## src/rtl/uart_rx_fifo_pkg.sv

```systemverilog
// Shared types and constants for the UART receive path.
package uart_rx_pkg;
  localparam int DATA_W      = 8;
  localparam int SYNC_STAGES = 2;

  typedef enum logic [2:0] {
    IDLE,
    START,
    DATA,
    PARITY,
    STOP
  } state_t;
endpackage

```

## src/rtl/uart_rx_fifo_if.sv

```systemverilog
// MCU-side read/status bus of the UART receiver (master = MCU, slave = receiver).
interface uart_rx_fifo_if #(parameter int FIFO_DEPTH = 8);
  import uart_rx_pkg::*;
  localparam int CNT_W = $clog2(FIFO_DEPTH) + 1;

  logic              rd_pop;
  logic              clr_err;
  logic [DATA_W-1:0] rd_data;
  logic              rd_valid;
  logic [CNT_W-1:0]  fifo_count;
  logic              overflow;
  logic              frame_err;
  logic              parity_err;
  logic              rx_busy;

  modport master (
    output rd_pop, clr_err,
    input  rd_data, rd_valid, fifo_count, overflow, frame_err, parity_err, rx_busy
  );

  modport slave (
    input  rd_pop, clr_err,
    output rd_data, rd_valid, fifo_count, overflow, frame_err, parity_err, rx_busy
  );
endinterface

```

## src/rtl/uart_rx_fifo_fifo_sync.sv

```systemverilog
// Synchronous FIFO with a registered head (rdata/empty lag the write edge by one cycle).
module fifo_sync #(
  parameter int DEPTH = 8,
  parameter int WIDTH = 8
) (
  input  logic                     clk,
  input  logic                     reset,
  input  logic                     push,
  input  logic                     pop,
  input  logic [WIDTH-1:0]         wdata,
  output logic [WIDTH-1:0]         rdata,
  output logic                     empty,
  output logic                     full,
  output logic [$clog2(DEPTH):0]   count
);
  localparam int AW = $clog2(DEPTH);
  localparam int CW = AW + 1;

  logic [WIDTH-1:0] mem_q [DEPTH];
  logic [AW-1:0]    wr_ptr_q, wr_ptr_d, rd_ptr_q, rd_ptr_d;
  logic [CW-1:0]    count_q, count_d;
  logic [WIDTH-1:0] rdata_q, rdata_d;
  logic             valid_q, valid_d;
  logic             do_push, do_pop;

  assign full  = (count_q == CW'(DEPTH));
  assign empty = ~valid_q;
  assign rdata = rdata_q;
  assign count = count_q;

  always_comb begin
    // valid_q can lag a pop by a cycle, so the live count also gates the pop
    do_pop   = pop && valid_q && (count_q != '0);
    do_push  = push && (!full || do_pop);
    wr_ptr_d = wr_ptr_q + AW'(do_push);
    rd_ptr_d = rd_ptr_q + AW'(do_pop);
    count_d  = count_q;
    if (do_push && !do_pop)
      count_d = count_q + CW'(1);
    else if (do_pop && !do_push)
      count_d = count_q - CW'(1);
    rdata_d  = mem_q[rd_ptr_q];
    valid_d  = (count_q != '0);
  end

  always_ff @(posedge clk) begin
    if (do_push)
      mem_q[wr_ptr_q] <= wdata;
  end

  always_ff @(posedge clk or posedge reset) begin
    if (reset) begin
      wr_ptr_q <= '0;
      rd_ptr_q <= '0;
      count_q  <= '0;
      rdata_q  <= '0;
      valid_q  <= 1'b0;
    end else begin
      wr_ptr_q <= wr_ptr_d;
      rd_ptr_q <= rd_ptr_d;
      count_q  <= count_d;
      rdata_q  <= rdata_d;
      valid_q  <= valid_d;
    end
  end
endmodule

```

## src/rtl/uart_rx_fifo.sv

```systemverilog
// UART receiver (8N1, or 8E1 when UART_RX_PARITY_EN is defined) feeding a byte FIFO.
// Holds the rx synchroniser, bit timer, receive FSM, shift register and sticky flags.
module uart_rx_fifo
  import uart_rx_pkg::*;
#(
  parameter int CLK_FREQ   = 50_000_000,
  parameter int BAUD       = 115_200,
  parameter int FIFO_DEPTH = 8
) (
  input  logic          clk,
  input  logic          reset,
  input  logic          rx,
  uart_rx_fifo_if.slave bus
);
  localparam int BIT_CYC = CLK_FREQ / BAUD;
  localparam int HALF    = BIT_CYC / 2;
  localparam int CNT_W   = $clog2(BIT_CYC);
  localparam int FCW     = $clog2(FIFO_DEPTH) + 1;
  localparam int BIDX_W  = $clog2(DATA_W);
  localparam logic [CNT_W-1:0]  BIT_LD    = CNT_W'(BIT_CYC - 1);
  localparam logic [CNT_W-1:0]  HALF_LD   = CNT_W'(HALF - 1);
  localparam logic [BIDX_W-1:0] BIDX_LAST = BIDX_W'(DATA_W - 1);

  logic [SYNC_STAGES-1:0] sync_q, sync_d;
  logic [SYNC_STAGES-1:0] live_q, live_d;
  logic                   prev_q, prev_d;
  logic                   armed_q, armed_d;
  logic                   rx_s, start_edge;

  state_t            state_q;
  logic [CNT_W-1:0]  cnt_q;
  logic [BIDX_W-1:0] bit_q;
  logic [DATA_W-1:0] shift_q;
  logic              busy_q, push_q, frame_set_q;
`ifdef UART_RX_PARITY_EN
  logic              par_bad_q, par_set_q;
  logic              parity_err_q, parity_err_d;
`endif

  logic              overflow_q, overflow_d, frame_err_q, frame_err_d;
  logic              fifo_empty, fifo_full, pop_req;
  logic [FCW-1:0]    fifo_count;
  logic [DATA_W-1:0] fifo_rdata;

  // Synchroniser presets read as idle-high, so a start is only accepted once a
  // genuinely sampled high has passed through (live_q tracks real samples).
  always_comb begin
    sync_d     = {sync_q[SYNC_STAGES-2:0], rx};
    live_d     = {live_q[SYNC_STAGES-2:0], 1'b1};
    rx_s       = sync_q[SYNC_STAGES-1];
    prev_d     = rx_s;
    armed_d    = armed_q | (live_q[SYNC_STAGES-1] & rx_s);
    start_edge = armed_q & prev_q & ~rx_s;
  end

  always_ff @(posedge clk or posedge reset) begin
    if (reset) begin
      sync_q  <= '1;
      live_q  <= '0;
      prev_q  <= 1'b1;
      armed_q <= 1'b0;
    end else begin
      sync_q  <= sync_d;
      live_q  <= live_d;
      prev_q  <= prev_d;
      armed_q <= armed_d;
    end
  end

  always_ff @(posedge clk or posedge reset) begin
    if (reset) begin
      state_q     <= IDLE;
      cnt_q       <= '0;
      bit_q       <= '0;
      shift_q     <= '0;
      busy_q      <= 1'b0;
      push_q      <= 1'b0;
      frame_set_q <= 1'b0;
`ifdef UART_RX_PARITY_EN
      par_bad_q   <= 1'b0;
      par_set_q   <= 1'b0;
`endif
    end else begin
      push_q      <= 1'b0;
      frame_set_q <= 1'b0;
`ifdef UART_RX_PARITY_EN
      par_set_q   <= 1'b0;
`endif
      case (state_q)
        IDLE: begin
          if (start_edge) begin
            state_q <= START;
            cnt_q   <= HALF_LD;
            busy_q  <= 1'b1;
          end
        end
        START: begin
          if (cnt_q == '0) begin
            if (rx_s) begin
              state_q <= IDLE;
              busy_q  <= 1'b0;
            end else begin
              state_q <= DATA;
              cnt_q   <= BIT_LD;
              bit_q   <= '0;
            end
          end else begin
            cnt_q <= cnt_q - CNT_W'(1);
          end
        end
        DATA: begin
          if (cnt_q == '0) begin
            shift_q <= {rx_s, shift_q[DATA_W-1:1]};
            cnt_q   <= BIT_LD;
            bit_q   <= bit_q + BIDX_W'(1);
            if (bit_q == BIDX_LAST) begin
`ifdef UART_RX_PARITY_EN
              state_q <= PARITY;
`else
              state_q <= STOP;
`endif
            end
          end else begin
            cnt_q <= cnt_q - CNT_W'(1);
          end
        end
`ifdef UART_RX_PARITY_EN
        PARITY: begin
          if (cnt_q == '0) begin
            par_bad_q <= rx_s ^ (^shift_q);
            cnt_q     <= BIT_LD;
            state_q   <= STOP;
          end else begin
            cnt_q <= cnt_q - CNT_W'(1);
          end
        end
`endif
        STOP: begin
          // Back to IDLE mid-stop-bit so the next start edge is caught without a gap
          if (cnt_q == '0) begin
            state_q <= IDLE;
            busy_q  <= 1'b0;
            if (!rx_s)
              frame_set_q <= 1'b1;
`ifdef UART_RX_PARITY_EN
            else if (par_bad_q)
              par_set_q <= 1'b1;
`endif
            else
              push_q <= 1'b1;
          end else begin
            cnt_q <= cnt_q - CNT_W'(1);
          end
        end
        default: begin
          state_q <= IDLE;
          busy_q  <= 1'b0;
        end
      endcase
    end
  end

  fifo_sync #(
    .DEPTH (FIFO_DEPTH),
    .WIDTH (DATA_W)
  ) u_fifo (
    .clk   (clk),
    .reset (reset),
    .push  (push_q),
    .pop   (bus.rd_pop),
    .wdata (shift_q),
    .rdata (fifo_rdata),
    .empty (fifo_empty),
    .full  (fifo_full),
    .count (fifo_count)
  );

  assign pop_req = bus.rd_pop & ~fifo_empty;

  always_comb begin
    overflow_d   = (push_q & fifo_full & ~pop_req) | (overflow_q & ~bus.clr_err);
    frame_err_d  = frame_set_q | (frame_err_q & ~bus.clr_err);
`ifdef UART_RX_PARITY_EN
    parity_err_d = par_set_q | (parity_err_q & ~bus.clr_err);
`endif
  end

  always_ff @(posedge clk or posedge reset) begin
    if (reset) begin
      overflow_q   <= 1'b0;
      frame_err_q  <= 1'b0;
`ifdef UART_RX_PARITY_EN
      parity_err_q <= 1'b0;
`endif
    end else begin
      overflow_q   <= overflow_d;
      frame_err_q  <= frame_err_d;
`ifdef UART_RX_PARITY_EN
      parity_err_q <= parity_err_d;
`endif
    end
  end

  assign bus.rd_data    = fifo_rdata;
  assign bus.rd_valid   = ~fifo_empty;
  assign bus.fifo_count = fifo_count;
  assign bus.overflow   = overflow_q;
  assign bus.frame_err  = frame_err_q;
  assign bus.rx_busy    = busy_q;
`ifdef UART_RX_PARITY_EN
  assign bus.parity_err = parity_err_q;
`else
  assign bus.parity_err = 1'b0;
`endif
endmodule

```

## src/flat_wrapper.sv

```systemverilog
// flat-port wrapper written by rule: the top's interface ports become plain ports
module uart_rx_fifo_flat import uart_rx_pkg::*;
#(
  parameter int CLK_FREQ   = 50_000_000,
  parameter int BAUD       = 115_200,
  parameter int FIFO_DEPTH = 8
)
  (clk, reset, rx, bus_rd_pop, bus_clr_err, bus_rd_data, bus_rd_valid, bus_fifo_count, bus_overflow, bus_frame_err, bus_parity_err, bus_rx_busy);
  uart_rx_fifo_if #(.FIFO_DEPTH(FIFO_DEPTH)) bus_i ();
  input  logic clk;
  input  logic reset;
  input  logic rx;
  input wire logic [$bits(bus_i.rd_pop)-1:0] bus_rd_pop;
  input wire logic [$bits(bus_i.clr_err)-1:0] bus_clr_err;
  output wire logic [$bits(bus_i.rd_data)-1:0] bus_rd_data;
  output wire logic [$bits(bus_i.rd_valid)-1:0] bus_rd_valid;
  output wire logic [$bits(bus_i.fifo_count)-1:0] bus_fifo_count;
  output wire logic [$bits(bus_i.overflow)-1:0] bus_overflow;
  output wire logic [$bits(bus_i.frame_err)-1:0] bus_frame_err;
  output wire logic [$bits(bus_i.parity_err)-1:0] bus_parity_err;
  output wire logic [$bits(bus_i.rx_busy)-1:0] bus_rx_busy;
  assign bus_i.rd_pop = bus_rd_pop;
  assign bus_i.clr_err = bus_clr_err;
  assign bus_rd_data = bus_i.rd_data;
  assign bus_rd_valid = bus_i.rd_valid;
  assign bus_fifo_count = bus_i.fifo_count;
  assign bus_overflow = bus_i.overflow;
  assign bus_frame_err = bus_i.frame_err;
  assign bus_parity_err = bus_i.parity_err;
  assign bus_rx_busy = bus_i.rx_busy;
  uart_rx_fifo #(.CLK_FREQ(CLK_FREQ), .BAUD(BAUD), .FIFO_DEPTH(FIFO_DEPTH)) u_core (.clk(clk), .reset(reset), .rx(rx), .bus(bus_i));
endmodule
```

## config.mk

```make
export PLATFORM = sky130hd
export DESIGN_NAME = uart_rx_fifo_flat
export DESIGN_NICKNAME = d
export VERILOG_FILES = /design/src/rtl/uart_rx_fifo_pkg.sv /design/src/rtl/uart_rx_fifo_if.sv /design/src/rtl/uart_rx_fifo_fifo_sync.sv /design/src/rtl/uart_rx_fifo.sv /design/src/flat_wrapper.sv
export SDC_FILE = /design/constraint.sdc
export NUM_CORES = 1
export LEC_CHECK = 0
export ABC_AREA = 1
export ABC_CLOCK_PERIOD_IN_PS = 3150
export CORE_ASPECT_RATIO = 0.6
export CORE_MARGIN = 3
export CORE_UTILIZATION = 30
export DETAILED_ROUTE_END_ITERATION = 8
export PLACE_DENSITY = 0.52
export SLEW_MARGIN = 20
export SYNTH_ARGS = -nofsm -noshare
export SYNTH_HDL_FRONTEND = slang
export SYNTH_HIERARCHICAL = 1
export SYNTH_SLANG_ARGS = --single-unit
```

## constraint.sdc

```tcl
create_clock -name clk -period 3.15 [get_ports clk]
set_input_delay 0.63 -clock clk [delete_from_list [all_inputs] [get_ports clk]]
set_output_delay 0.63 -clock clk [all_outputs]
set_load 0.01 [all_outputs]
```

==> results of run 1 <==
==> critical path: stages <==
cell	delay, ps
clkdlybuf4s50_1	420
nand2_1	70
inv_1	50
o21ai_2	320
inv_1	130
ha_1	220
inv_1	130
ha_1	290
a21oi_1	170
nand3_1	100
nand3_1	90
nand2_1	50
==> metal layers <==
| metal | global-route usage [%] | up-vias |
|---|---|---|
| li1 | - | 1749 |
| met2 | 17.9 | 83 |
| met5 | 0 | - |
| met1 | 18.1 | 1688 |
| met3 | 3.63 | 8 |
| met4 | 4.66 | 0 |
==> state kept, by name (all words and copies together), names as in the netlist, 2 cells and up <==
name and count:
u_core/u_fifo/mem_q 64, u_core/cnt_q 9, u_core/shift_q 8, u_core/u_fifo/rdata 8
u_core/u_fifo/count 4, u_core/bit_q 3, u_core/state_q 3, u_core/u_fifo/rd_ptr_q 3
u_core/u_fifo/wr_ptr_q 3, u_core/live_q 2, u_core/sync_q 2
==> final cells by class <==
type                       count  area [µm²]
fill                        1658       10300
sequential                   117        3250
multi-input combinational    343        1630
clock buffer                  17         425
tap                          228         285
timing repair buffer          27         253
clock inverter                15         156
inverter                      40         151
==> logic make-up (layout without fill, tap and decap cells) <==
logic type / count (synthesis) / in the layout / synth area share (%)
other cells: 2 / 2 / 0.146
xor+xnor: 6 / 6 / 1.02
fa+ha+maj: 11 / 11 / 2.83
simple gates: 277 / 277 / 22.8
flops: 117 / 117 / 63.4
compound gates: 47 / 47 / 4.86
buf+inv: 54 / 99 / 4.90
==> synthesized netlist by cell type, drive strengths merged <==
master,number,area share [%]
nand3,35,3.9
a21o,1,0.15
fa,1,0.39
and2,1,0.12
nor2,66,5.0
ha,10,2.4
dfrtp,50,24
clkinv,2,0.17
inv,38,2.8
dfstp,3,1.5
nand3b,1,0.15
xnor2,2,0.34
a21oi,2,0.20
o21bai,1,0.15
o211ai,1,0.15
nand4,5,0.90
nor3,3,0.39
buf,12,1.6
nand2,166,12
o21a,1,0.15
o21ai,41,4.1
edfxtp,64,37
conb,2,0.15
xor2,4,0.68
clkbuf,2,0.34
==> power groups by stage <==
stage	sequential (mW)	combinational (mW)	clock [mW]
5_1_grt	1.80	0.926	1.98
2_1_floorplan	1.80	0.630	0
6_report	1.79	0.806	1.87
3_3_place_gp	1.81	0.795	0
3_5_place_dp	1.81	0.803	0
4_1_cts	1.79	0.806	1.91
==> through the flow <==
step	instance area (µm²)	hold slack (ps)	worst slack, ps
CTS	6150	353	811
global placement	5570	344	446
finish	6150	351	780
detailed placement	5570	340	369
global route	6150	356	594
floorplan	5130	331	1020
==> worst paths after layout <==
kind | startpoint | end | slack (ps)
worst max-delay path | bus_rd_pop | u_core/u_fifo/count[3] | 780
worst min-delay path | u_core/live_q[0] | u_core/live_q[1] | 350
worst max register to register | u_core/u_fifo/count[0] | u_core/u_fifo/count[3] | 780
worst min register to register | u_core/live_q[0] | u_core/live_q[1] | 350
max in group asynchronous | reset | u_core/u_fifo/rdata[2] | 1970
min in group asynchronous | reset | u_core/bus.frame_err | 650
==> reports/qor.csv, run 1 <==
stage;metric;value;unit
flow_run;timing.max_cap.violations;0;
floorplan;fp-row-count;36;
finish;area_delta_synth_final;19.9;%
sta;final.setup.tns;0;ps
grt;antenna_found_initial;0;
setup_path;start_kind;input pin;
worst_hold_path;hold_path_class;register to register;
setup_path;cp_data_arrival_time;2680;ps
power;pwr-share-seq;40.0;%
yosys;synth_fp_nets;530;
yosys;synth-seq-area-share;63.4;%
floorplan;ioPinCount;22;
clock_tree;clk_latency;410;ps
finish;drive_gt1_share;10.7;%
drt;via_count;3528;
clock_tree;cts_resized;0;
grt;grt_first_pass_wirelength;18000;µm
drt;wl_met2;4610;µm
clock_tree;clkSinkCount;117;
worst_hold_path;min_path_cells;0;
place;place_inst;755;
clock_tree;clock_path_buffers;2;
floorplan;die_w;175;µm
clock_tree;clkTransAtPathRegs;60;ps
sta;tightest_slew;778;ps
power;ir_drop;0.000329;V
drt;wl;11000;µm
drt;drc;0;
finish;final_net_count;562;
clock_tree;cts_root_buffer;clkbuf_16;
yosys;synthDistinctLibCells;39;
finish;antenna_cells;0;
sta;finClkSkew;9.75;ps
place;dp_hpwl;7490;µm
grt;grt_usage;12.6;%
sta;slew_viol_final;0;
power;p_per_area;727;mW/mm²
floorplan;die_area;0.0188;mm²
yosys;ys_seq_elements;117;
clock_tree;postCtsSetupBuffers;0;
setup_path;cp_max_fo;9;
drt;dr_wl_met3;556;µm
power;power.total;4.47;mW
setup_path;critical_path_class;input pin to register;
grt;grt_max_degree;35;
sta;fmax;422;MHz
power;pwr-share-comb;18.0;%
finish;fin_util;37.3;%
drt;first_pass_iters;5;
clock_tree;cts_tree;yes;
finish;final_cell_mix;nand2_1, nor2_1, edfxtp_1;
floorplan;initial_core_util;31.1;%
power;pwr-share-clk;41.9;%
yosys;syn_inst;514;
drt;met1Wirelength;5720;µm
drt;ant_nets;0;
floorplan;dieHeight;107;µm
sta;finalCriticalPeriod;2370;ps
setup_path;crit_path_end_kind;register;
yosys;synth_area;0.00513;mm²
setup_path;required;3460;ps
sta;relSlewSlack;48.1;%
setup_path;reg2regPathDepth;11;
sta;post-route-period-util;75.3;%
power;sw_frac_of_total;29.9;%
power;p_int;3.13;mW
sta;rsz0062_at_grt;false;
drt;vias_per_cell;4.48;
sta;hold_viol;0;
drt;wl_per_cell;14.0;µm
yosys;post_synth.cell_area_avg;9.98;µm²
drt;drt_iter0_markers;261;
place;finalWeightedCongestion;0.834;
clock_tree;cts_buffers;17;
drt;highest_layer;met4;
status;status;complete, no violations;
clock_tree;postCtsHoldBufs;0;
floorplan;core;0.0165;mm²
finish;final_common_cell;nand2_1;
finish;final_cells;787;
grt;grt-ovfl-total;0;
yosys;yosys_warnings;6;
power;p_leak;2.66;nW
place;io_buffer_count;20;
power;p_switching;1.34;mW
grt;grt_pass1_vias;3417;
sta;setup_viol;0;
clock_tree;htreeDepth;4;
No activity file was read; power rests on OpenSTA's default activity.
==> inputs of run 2 (changes only) <==
--- a/config.mk
+++ b/config.mk
@@ -6,12 +6,12 @@
 export NUM_CORES = 1
 export LEC_CHECK = 0
 export ABC_AREA = 1
-export ABC_CLOCK_PERIOD_IN_PS = 3150
+export ABC_CLOCK_PERIOD_IN_PS = 2100
 export CORE_ASPECT_RATIO = 0.6
 export CORE_MARGIN = 3
 export CORE_UTILIZATION = 30
 export DETAILED_ROUTE_END_ITERATION = 8
-export PLACE_DENSITY = 0.52
+export PLACE_DENSITY = 0.54
 export SLEW_MARGIN = 20
 export SYNTH_ARGS = -nofsm -noshare
 export SYNTH_HDL_FRONTEND = slang
==> constraint.sdc (replaced) <==
create_clock -name clk -period 2.1 [get_ports clk]
set_input_delay 0.42 -clock clk [delete_from_list [all_inputs] [get_ports clk]]
set_output_delay 0.42 -clock clk [all_outputs]
set_load 0.01 [all_outputs]
==> run 2 against run 1 <==
Register-to-register slack lost 660 ps; clock power is 38% higher; hold slack better by 1.1 ps; highest routed layer unchanged; critical path depth decreased by 2; clock skew increased by 1.8 ps; sequential power grew 50%.
==> reports/qor.csv, run 2 (synthesis gave the netlist of run 1 again) <==
stage;metric;value;unit;change
setup_path;required;2420;ps;-1040 ps
setup_path;path_cells;nor2_4 -> nand3_2 -> o21ai_4 -> inv_1 -> ha_1 -> inv_2 -> ha_1 -> buf_4 -> xnor2_1 -> o21ai_0;;
drt;wl;11200;µm;+1.6%
drt;first_pass_iters;4;;-1
sta;finClkSkew;11.5;ps;+1.78 ps
finish;final_net_count;575;;+2.3%
clock_tree;clkTransAtPathRegs;60;ps;about the same
clock_tree;cts_resized;0;;unchanged
sta;hold_viol;0;;unchanged
worst_hold_path;hold_path_class;register to register;;
floorplan;die_w;175;µm;unchanged
drt;via_count;3557;;+0.82%
sta;finalCriticalPeriod;1980;ps;
setup_path;cp_max_fo;4;;-5
drt;wl_per_cell;14.0;µm;about the same
sta;relSlewSlack;61.2;%;+13 points
setup_path;cpLargestDelayFamily;adder cells;;
setup_path;start_kind;register;;
setup_path;slowest_stage;dfrtp_1;;
sta;whs;352;ps;+1.07 ps
clock_tree;htreeDepth;4;;unchanged
sta;setup_viol;0;;unchanged
power;pwr-share-seq;41.3;%;+1.3 points
setup_path;r2r_setup_slack;120;ps;-660 ps
clock_tree;clkSinkCount;117;;unchanged
finish;drive_gt1_share;13.6;%;+2.9 points
power;ir_drop;0.000399;V;+21%
drt;wl_met2;4670;µm;+1.5%
sta;rsz0062_at_grt;false;;
setup_path;worst_path_largest_cell_delay;410;ps;about the same
grt;grt_max_degree;35;;unchanged
sta;fmax;506;MHz;
sta;final.setup.tns;0;ps;unchanged
finish;antenna_cells;0;;unchanged
floorplan;fp-row-count;36;;unchanged
setup_path;crit_path_end;u_core/u_fifo/count[2];;
grt;grt_usage;12.7;%;+0.13 points
setup_path;cpMostUsedCell;ha_1;;
clock_tree;clock_path_buffers;2;;unchanged
setup_path;crit_start;u_core/u_fifo/count[0];;
power;sw_frac_of_total;31.1;%;+1.2 points
place;finalWeightedCongestion;0.814;;-2.3%
drt;vias_per_cell;4.45;;-0.82%
clock_tree;cts_root_buffer;clkbuf_16;;
drt;drc;0;;unchanged
clock_tree;cts_tree;yes;;
drt;dr_wl_met3;440;µm;-21%
power;pwr-share-comb;18.9;%;+0.9 points
power;p_switching;2.02;mW;+51%
drt;met1Wirelength;5950;µm;+3.9%
finish;largest_reg_flops;64;;unchanged
floorplan;dieHeight;107;µm;unchanged
setup_path;cp_data_arrival_time;2300;ps;-380 ps
setup_path;reg2regPathDepth;10;;-1
setup_path;cp_num_buf_inv;3;;-1
floorplan;die_area;0.0188;mm²;unchanged
status;status;complete, no violations;;
sta;post-route-period-util;94.2;%;
grt;antenna_found_initial;0;;unchanged
grt;grt-ovfl-total;0;;unchanged
place;place_inst;768;;+1.7%
finish;final_cells;800;;+1.7%
grt;grt_first_pass_wirelength;18300;µm;+1.7%
finish;reg.largest.list;u_core/u_fifo/mem_q (64), u_core/cnt_q (9);;
grt;grt_pass1_vias;3506;;+2.6%
power;p_leak;2.75;nW;+3.5%
power;p_int;4.47;mW;+43%
setup_path;r2r_end;u_core/u_fifo/count[2];;
place;dp_hpwl;7330;µm;-2.1%
power;pwr-share-clk;39.8;%;-2.1 points
clock_tree;postCtsSetupBuffers;0;;unchanged
flow_run;timing.max_cap.violations;0;;unchanged
setup_path;critical_path_class;register to register;;
clock_tree;cts_buffers;17;;unchanged
power;power.total;6.50;mW;+45%
finish;n_fill_cell;1639;;-1.1%
setup_path;path_depth;10;;-2
floorplan;core;0.0165;mm²;unchanged
setup_path;rr_startpoint;u_core/u_fifo/count[0];;
floorplan;ioPinCount;22;;unchanged
clock_tree;clk_latency;410;ps;about the same
power;p_per_area;1040;mW/mm²;+44%
place;io_buffer_count;20;;unchanged
drt;ant_nets;0;;unchanged
sta;slew_viol_final;0;;unchanged
finish;largest-register;u_core/u_fifo/mem_q;;
sta;tightest_slew;581;ps;-197 ps
drt;drt_iter0_markers;200;;-23%
finish;final_common_cell;nand2_1;;
setup_path;crit_path_end_kind;register;;
finish;area_delta_synth_final;21.3;%;
floorplan;initial_core_util;31.1;%;unchanged
drt;highest_layer;met4;;
finish;final_cell_mix;nand2_1, edfxtp_1, nor2_1;;
clock_tree;postCtsHoldBufs;0;;unchanged
==> run 2: changes by cell type in the layout (fill, tap and decap cells not counted), moves of 2 or more <==
cell,before,now
bufinv_16,2,0
clkinvlp_4,7,4
clkinv_2,2,6
buf_4,7,20
==> run 2: layout make-up <==
class,instances,area (µm²),share of cell area [%]
inverter,40,151,2.43
multi-input combinational,343,1650,26.5
clock inverter,15,108,1.73
tap,228,285,4.59
sequential,117,3250,52.3
timing repair buffer,40,350,5.63
clock buffer,17,425,6.84
==> run 2: worst min path at each step <==
stage                     start               end  slack [ps]  cells after the start
2_1_floorplan  u_core/live_q[0]  u_core/live_q[1]         330                      0
3_3_place_gp   u_core/live_q[0]  u_core/live_q[1]         340                      0
3_5_place_dp   u_core/live_q[0]  u_core/live_q[1]         340                      0
4_1_cts        u_core/sync_q[0]  u_core/sync_q[1]         360                      0
5_1_grt        u_core/sync_q[0]  u_core/sync_q[1]         360                      0
6_report       u_core/sync_q[0]  u_core/sync_q[1]         350                      0
==> run 2: per-layer routing <==
layer / up-vias / GRT usage, %
li1: 1778 / -
met1: 1700 / 18.6
met2: 67 / 18.2
met3: 12 / 3.31
met4: 0 / 4.21
met5: - / 0
==> run 2: worst reg2reg max path, cell delays in order (launching register included) <==
cell and delay [ps]:
dfrtp_1 410, nor2_4 150, nand3_2 110, o21ai_4 140, inv_1 80, ha_1 210, inv_2 100, ha_1 270
buf_4 150, xnor2_1 100, o21ai_0 180
==> run 2: metrics by stage <==
stage          worst slack, ps  instance area, µm²  util (%)
3_5_place_dp              -237                5670      34.4
6_report                   122                6220      37.7
2_1_floorplan             15.2                5140         -
5_1_grt                   16.4                6220      37.7
3_3_place_gp              -167                5670      34.4
4_1_cts                   5.59                6200      37.6
==> run 2: power by group through the flow <==
stage | logic (mW) | clock network, mW | registers [mW]
4_1_cts | 1.24 | 2.64 | 2.68
2_1_floorplan | 0.946 | 0 | 2.70
6_report | 1.23 | 2.58 | 2.68
3_3_place_gp | 1.21 | 0 | 2.72
5_1_grt | 1.44 | 2.75 | 2.71
3_5_place_dp | 1.22 | 0 | 2.72
